`config.mk`:
```
export PLATFORM = sky130hd
export DESIGN_NAME = fifo_rd_packer
export DESIGN_NICKNAME = d
export VERILOG_FILES = /design/src/rtl/fifo_pkg.sv /design/src/rtl/fifo_rd_idle_timer.sv /design/src/rtl/fifo_rd_packer.sv
export SDC_FILE = /design/constraint.sdc
export NUM_CORES = 1
export LEC_CHECK = 0
export CAP_MARGIN = 20
export CORE_ASPECT_RATIO = 0.9
export CORE_UTILIZATION = 45
export DETAILED_ROUTE_END_ITERATION = 8
export GPL_TIMING_DRIVEN = 0
export MAX_ROUTING_LAYER = met4
export PLACE_DENSITY = 0.77
export SLEW_MARGIN = 20
export SYNTH_ARGS = -nofsm -noshare
export SYNTH_HDL_FRONTEND = slang
export SYNTH_SLANG_ARGS = --single-unit
```
`constraint.sdc`:
```
create_clock -name rd_clk -period 1.69 [get_ports rd_clk]
set_clock_uncertainty 0.15 [all_clocks]
set_input_delay 0.338 -clock rd_clk [delete_from_list [all_inputs] [get_ports rd_clk]]
set_output_delay 0.338 -clock rd_clk [all_outputs]
set_load 0.01 [all_outputs]
```
`src/rtl/fifo_pkg.sv`:
```
// Shared types and default sizing for the FIFO read-side packer.
package fifo_pkg;

    // Packer states: gathering lanes, or presenting a finished word downstream.
    typedef enum logic {
        FILL = 1'b0,
        HOLD = 1'b1
    } state_t;

    localparam int DEF_WIDTH   = 8;
    localparam int DEF_PACK    = 4;
    localparam int DEF_TIMEOUT = 16;

endpackage

```
`src/rtl/fifo_rd_idle_timer.sv`:
```
// Idle counter for partial-word flush. Counts cycles while a partial word sits
// with nothing in flight; saturates at TIMEOUT and reports expiry.
module fifo_rd_idle_timer #(
    parameter int TIMEOUT = 16
) (
    input  logic i_clk,
    input  logic i_reset,
    input  logic i_inc,
    input  logic i_clear,
    output logic o_expired
);
    localparam int TW = $clog2(TIMEOUT + 1);
    localparam logic [TW-1:0] LIMIT = TW'(TIMEOUT);

    logic [TW-1:0] r_cnt;

    // Count idle cycles up to the limit; any capture or leaving FILL restarts it.
    always_ff @(posedge i_clk) begin
        if (i_reset || i_clear) begin
            r_cnt <= '0;
        end else if (i_inc && (r_cnt != LIMIT)) begin
            r_cnt <= r_cnt + 1'b1;
        end
    end

    assign o_expired = (r_cnt == LIMIT);

endmodule

```
`src/rtl/fifo_rd_packer.sv`:
```
// FIFO read-side packer: pops PACK lanes of WIDTH bits from a first-word-
// fall-behind FIFO (data arrives the cycle after the pop) and presents them
// as one word with a per-lane keep mask.
// Handshake: a word transfers on a cycle where word_valid && word_ready are
// both high; word_valid never drops and the word never changes before that.
// Optional feature: define FIFO_RD_PACKER_TIMEOUT_EN to flush a partial word
// after TIMEOUT idle cycles (unfilled lanes read 0, keep marks filled lanes).
module fifo_rd_packer
    import fifo_pkg::*;
#(
    parameter int WIDTH   = DEF_WIDTH,
    parameter int PACK    = DEF_PACK,
    parameter int TIMEOUT = DEF_TIMEOUT
) (
    input  logic                  rd_clk,
    input  logic                  rd_reset,
    input  logic                  empty,
    output logic                  rd_en,
    input  logic [WIDTH-1:0]      fifo_data,
    output logic [WIDTH*PACK-1:0] word_data,
    output logic [PACK-1:0]       word_keep,
    output logic                  word_valid,
    input  logic                  word_ready,
    output state_t                o_dbg_state
);
    localparam int CW = $clog2(PACK) + 1;
    localparam logic [CW-1:0] LAST_LANE = CW'(PACK - 1);
    localparam logic [CW-1:0] PACK_CNT  = CW'(PACK);

    if (PACK < 2 || (PACK & (PACK - 1)) != 0 || TIMEOUT < 1) begin : g_bad_params
        $error("fifo_rd_packer: PACK must be a power of two >= 2 and TIMEOUT >= 1");
    end

    state_t                r_state;
    state_t                w_next_state;
    logic [CW-1:0]         r_req_cnt;
    logic [CW-1:0]         r_lane_cnt;
    logic                  r_pend;
    logic [WIDTH*PACK-1:0] r_data;
    logic [PACK-1:0]       r_keep;

    logic w_last_capture;
    logic w_handshake;
    logic w_flush;

    // r_pend marks a pop accepted last cycle whose data is on fifo_data now.
    assign w_last_capture = r_pend && (r_lane_cnt == LAST_LANE);
    assign w_handshake    = (r_state == HOLD) && word_ready;

`ifdef FIFO_RD_PACKER_TIMEOUT_EN
    logic w_idle_inc;
    logic w_idle_clear;
    logic w_idle_expired;

    // Idle means a partial word exists and nothing is waiting to be captured.
    assign w_idle_inc   = (r_state == FILL) && (r_lane_cnt != '0) && !r_pend;
    assign w_idle_clear = r_pend || (r_state != FILL);

    fifo_rd_idle_timer #(
        .TIMEOUT (TIMEOUT)
    ) u_idle_timer (
        .i_clk     (rd_clk),
        .i_reset   (rd_reset),
        .i_inc     (w_idle_inc),
        .i_clear   (w_idle_clear),
        .o_expired (w_idle_expired)
    );

    // Never flush while a pop is issuing or landing, so no byte is lost.
    assign w_flush = w_idle_expired && (r_state == FILL) && !r_pend && !rd_en;
`else
    assign w_flush = 1'b0;
`endif

    // State register.
    always_ff @(posedge rd_clk) begin
        if (rd_reset) begin
            r_state <= FILL;
        end else begin
            r_state <= w_next_state;
        end
    end

    // Next state: finish the word on its last lane (or a flush), release on handshake.
    always_comb begin
        w_next_state = r_state;
        case (r_state)
            FILL: begin
                if (w_last_capture || w_flush) begin
                    w_next_state = HOLD;
                end
            end
            HOLD: begin
                if (word_ready) begin
                    w_next_state = FILL;
                end
            end
            default: w_next_state = FILL;
        endcase
    end

    // Outputs: pop only while filling, with room, and never during reset.
    always_comb begin
        rd_en       = !rd_reset && (r_state == FILL) && !empty && (r_req_cnt < PACK_CNT);
        word_valid  = (r_state == HOLD);
        word_data   = r_data;
        word_keep   = r_keep;
        o_dbg_state = r_state;
    end

    // Datapath: track pops, land returning data into the next lane, clear on handshake.
    always_ff @(posedge rd_clk) begin
        if (rd_reset || w_handshake) begin
            r_req_cnt  <= '0;
            r_lane_cnt <= '0;
            r_pend     <= 1'b0;
            r_data     <= '0;
            r_keep     <= '0;
        end else if (r_state == FILL) begin
            r_pend <= rd_en;
            if (rd_en) begin
                r_req_cnt <= r_req_cnt + 1'b1;
            end
            if (r_pend) begin
                for (int k = 0; k < PACK; k++) begin
                    if (r_lane_cnt == CW'(k)) begin
                        r_data[k*WIDTH +: WIDTH] <= fifo_data;
                        r_keep[k]                <= 1'b1;
                    end
                end
                r_lane_cnt <= r_lane_cnt + 1'b1;
            end
        end
    end

endmodule

```
==> flow_metrics.env <==
export IMPL_drtAntennaViolNets=0
export IMPL_syn_inst=170
export IMPL_die_h_microns=60.3
export IMPL_drv_slew=0
export IMPL_drc=0
export IMPL_synth_edf_count=0
export IMPL_tightestPinTransition_ns=0.353
export IMPL_initial_utilization_pct=48.6
export IMPL_yosys_warnings=0
export IMPL_max_vdd_ir_drop_v=0.000572
export IMPL_grt_use_total_pct=22.9
export IMPL_cp_end_kind="output pin"
export IMPL_fin_cells=274
export IMPL_first_pass_iters=4
export IMPL_synth_seq_area_share_pct=51.8
export IMPL_grt_pass1_vias=1373
export IMPL_worst_setup_path_type="flip-flop to output pin"
export IMPL_clockBufferDepth=2
export IMPL_cts_buffers=5
export IMPL_setup_viol=0
export IMPL_htreeDepth=2
export IMPL_dpl_cell_count=264
export IMPL_cap_violations=0
export IMPL_cp_num_buf_inv=1
export IMPL_hp_class="input port to flip-flop"
export IMPL_clkSinkCount=44
export IMPL_synth_nets=188
export IMPL_global_route_overflow_total=0
export IMPL_vias=1338
export IMPL_crit_cells=1
export IMPL_gp_routability_congestion=0.780
export IMPL_grt_pass1_wl_mm=6.42
export IMPL_max_slew_margin_pct=76.4
export IMPL_power_density_nw_per_um2=767
export IMPL_drt_total_wl_mm=3.92
export IMPL_clk_latency_ns=0.29
export IMPL_required_ns=1.20
export IMPL_fin_area_sq_um=2440
export IMPL_fin_nets=247
export IMPL_critPathSlowestCell="clkdlybuf4s50_1"
export IMPL_crit_path_max_incr_delay_ns=0.55
export IMPL_cpLargestDelayFamily="buffers and inverters"
export IMPL_drt_iter0_drc=54
export IMPL_max_freq_ghz=0.597
export IMPL_synth_area_sq_um=1700
export IMPL_p_leak_nw=1.44
export IMPL_async_reset_ff_share_pct=0
export IMPL_via_per_inst=4.88
export IMPL_ys_seq_elements=44
export IMPL_r2r_cells=6
export IMPL_period_needed_ns=1.67
export IMPL_drive_above_1_share_pct=11.7
export IMPL_diodes=0
export IMPL_area_delta_synth_final_pct=43.5
export IMPL_fp_dieArea_sq_um=4030
export IMPL_finalHoldViolations=0
export IMPL_dp_hpwl_mm=2.79
export IMPL_hold_depth=4
export IMPL_tns_ns=0
export IMPL_final_util_pct=69.7
export IMPL_avgSynthCellArea_sq_um=10.0
export IMPL_worstPathCellList="clkdlybuf4s50_1"
export IMPL_io_buffers=50
export IMPL_arrival_ns=1.19
export IMPL_rows=20
export IMPL_status="finished, final reports clean"
export IMPL_critPathLaunchType="flip-flop"
export IMPL_root_buffer="clkbuf_8"
export IMPL_post_dp_cell_area_sq_um=2260
export IMPL_ios=51
export IMPL_r2r_slack_ns=0.08
export IMPL_fp_coreArea_sq_um=3500
export IMPL_cts_tree="built"
export IMPL_ys_flop_type="dfxtp_1"
export IMPL_die_w_microns=66.8
export IMPL_period_share_pct=99.1
export IMPL_crit_fanout=2
export IMPL_synth_cell_types=23
export IMPL_wl_per_cell_microns=14.3
export IMPL_antenna_found_initial=0
export IMPL_grt_max_degree=14
export IMPL_cts_clk_slew_worst_paths_ns=0.08
cell usage in the layout (no fill, tap or decap):
cell type        Yosys  layout
a211oi_1             1       1
ha_1                 6       6
clkinvlp_4           0       1
nor2b_1              1       1
dfxtp_1             44      43
nor4_4               1       1
clkdlybuf4s50_1      0      15
xnor2_1              2       2
a21o_1               1       1
clkbuf_1             1       2
and4bb_2             3       3
nor2_2               1       1
dfxtp_4              0       1
nor3b_1              1       1
buf_2                5       6
buf_6                2       2
dlymetal6s2s_1       0      32
and3b_2              1       1
a21oi_1             10      10
inv_1                3       3
clkbuf_8             0       6
mux2i_1             26      26
nand3b_1             1       1
nand2_1             16      16
a21boi_0             1       1
buf_4                3       5
or2b_1               1       1
nor2_1              39      39
dlygate4sd2_1        0       2
state kept, by name, summed over array words and instances, names as in the netlist:
name,flops
word_keep,4
word_data,32
o_dbg_state,1
r_pend,1
r_lane_cnt,3
r_req_cnt,3
area by class of cell:
cell class,instances,area [sq um]
fill,276,1060
sequential,44,885
multi-input combinational,112,736
timing repair buffer,52,588
clock buffer,7,86.3
buffer,11,73.8
tap,44,55.1
inverter,3,11.3
clock inverter,1,7.51
what timing repair did:
item / in CTS / in global routing
gates resized for setup: 8 / 32
pin swaps: 1 / 1
endpoints found under the setup margin: 3 / 34
hold buffers: 0 / 0
setup buffers: 1 / 1
power breakdown:
group	total, W	leakage [nW]	switching, W	internal [W]
Clock	0.000668	0.0445	0.000336	0.000332
Combinational	0.000141	1.04	0.0000699	0.0000715
Sequential	0.00106	0.356	0.0000127	0.00105
worst register-to-register path: stages (launching register included):
cell	delay, ns
dfxtp_1	0.42
inv_1	0.09
ha_1	0.20
and4bb_2	0.21
buf_4	0.19
mux2i_1	0.18
nor2_1	0.06
metal layers:
metal  up-vias  global-route usage (%)  share of wire (%)
met2        41                    35.8                 48
met5         -                       -                  0
li1        675                       -                  -
met1       615                    27.4                 44
met3         7                    8.08                6.5
met4         0                    7.90                1.5
synth_stat cells (2+ instances only):
cell type / number / area (sq um)
inv_1: 3 / 11.3
buf_2: 5 / 25.0
ha_1: 6 / 75.1
buf_6: 2 / 22.5
a21oi_1: 10 / 50.1
nand2_1: 16 / 60.1
dfxtp_1: 44 / 881
nor2_1: 39 / 146
buf_4: 3 / 22.5
xnor2_1: 2 / 17.5
mux2i_1: 26 / 260
and4bb_2: 3 / 37.5
cell families after synthesis:
kind of cell               Yosys count  share of synthesized area [%]
buffers and inverters               14                           5.00
xor gates and xnor gates             2                           1.03
muxes                               26                           15.3
AOI/OAI and AO/OA                   13                           4.27
and+or+nand+nor                     65                           18.2
DFF                                 44                           51.8
adders and majority gates            6                           4.41
stage by stage:
stage / hold slack, ns / power, W / setup WS, ns
6_report: 0.290 / 0.00187 / 0.0151
4_1_cts: 0.312 / 0.00190 / 0.000970
3_5_place_dp: 0.306 / 0.00124 / -0.628
2_1_floorplan: 0.257 / 0.00116 / 0.248
3_3_place_gp: 0.292 / 0.00123 / -0.587
5_1_grt: 0.306 / 0.00196 / -0.0106
worst paths after layout:
path | from | endpoint
setup / recovery | word_data[13] | word_data[13]
hold / removal | empty | r_req_cnt[2]
setup reg to reg | r_lane_cnt[0] | word_data[4]
hold reg to reg | word_data[29] | word_data[29]
Note: power is estimated with default switching activity, not from simulation.
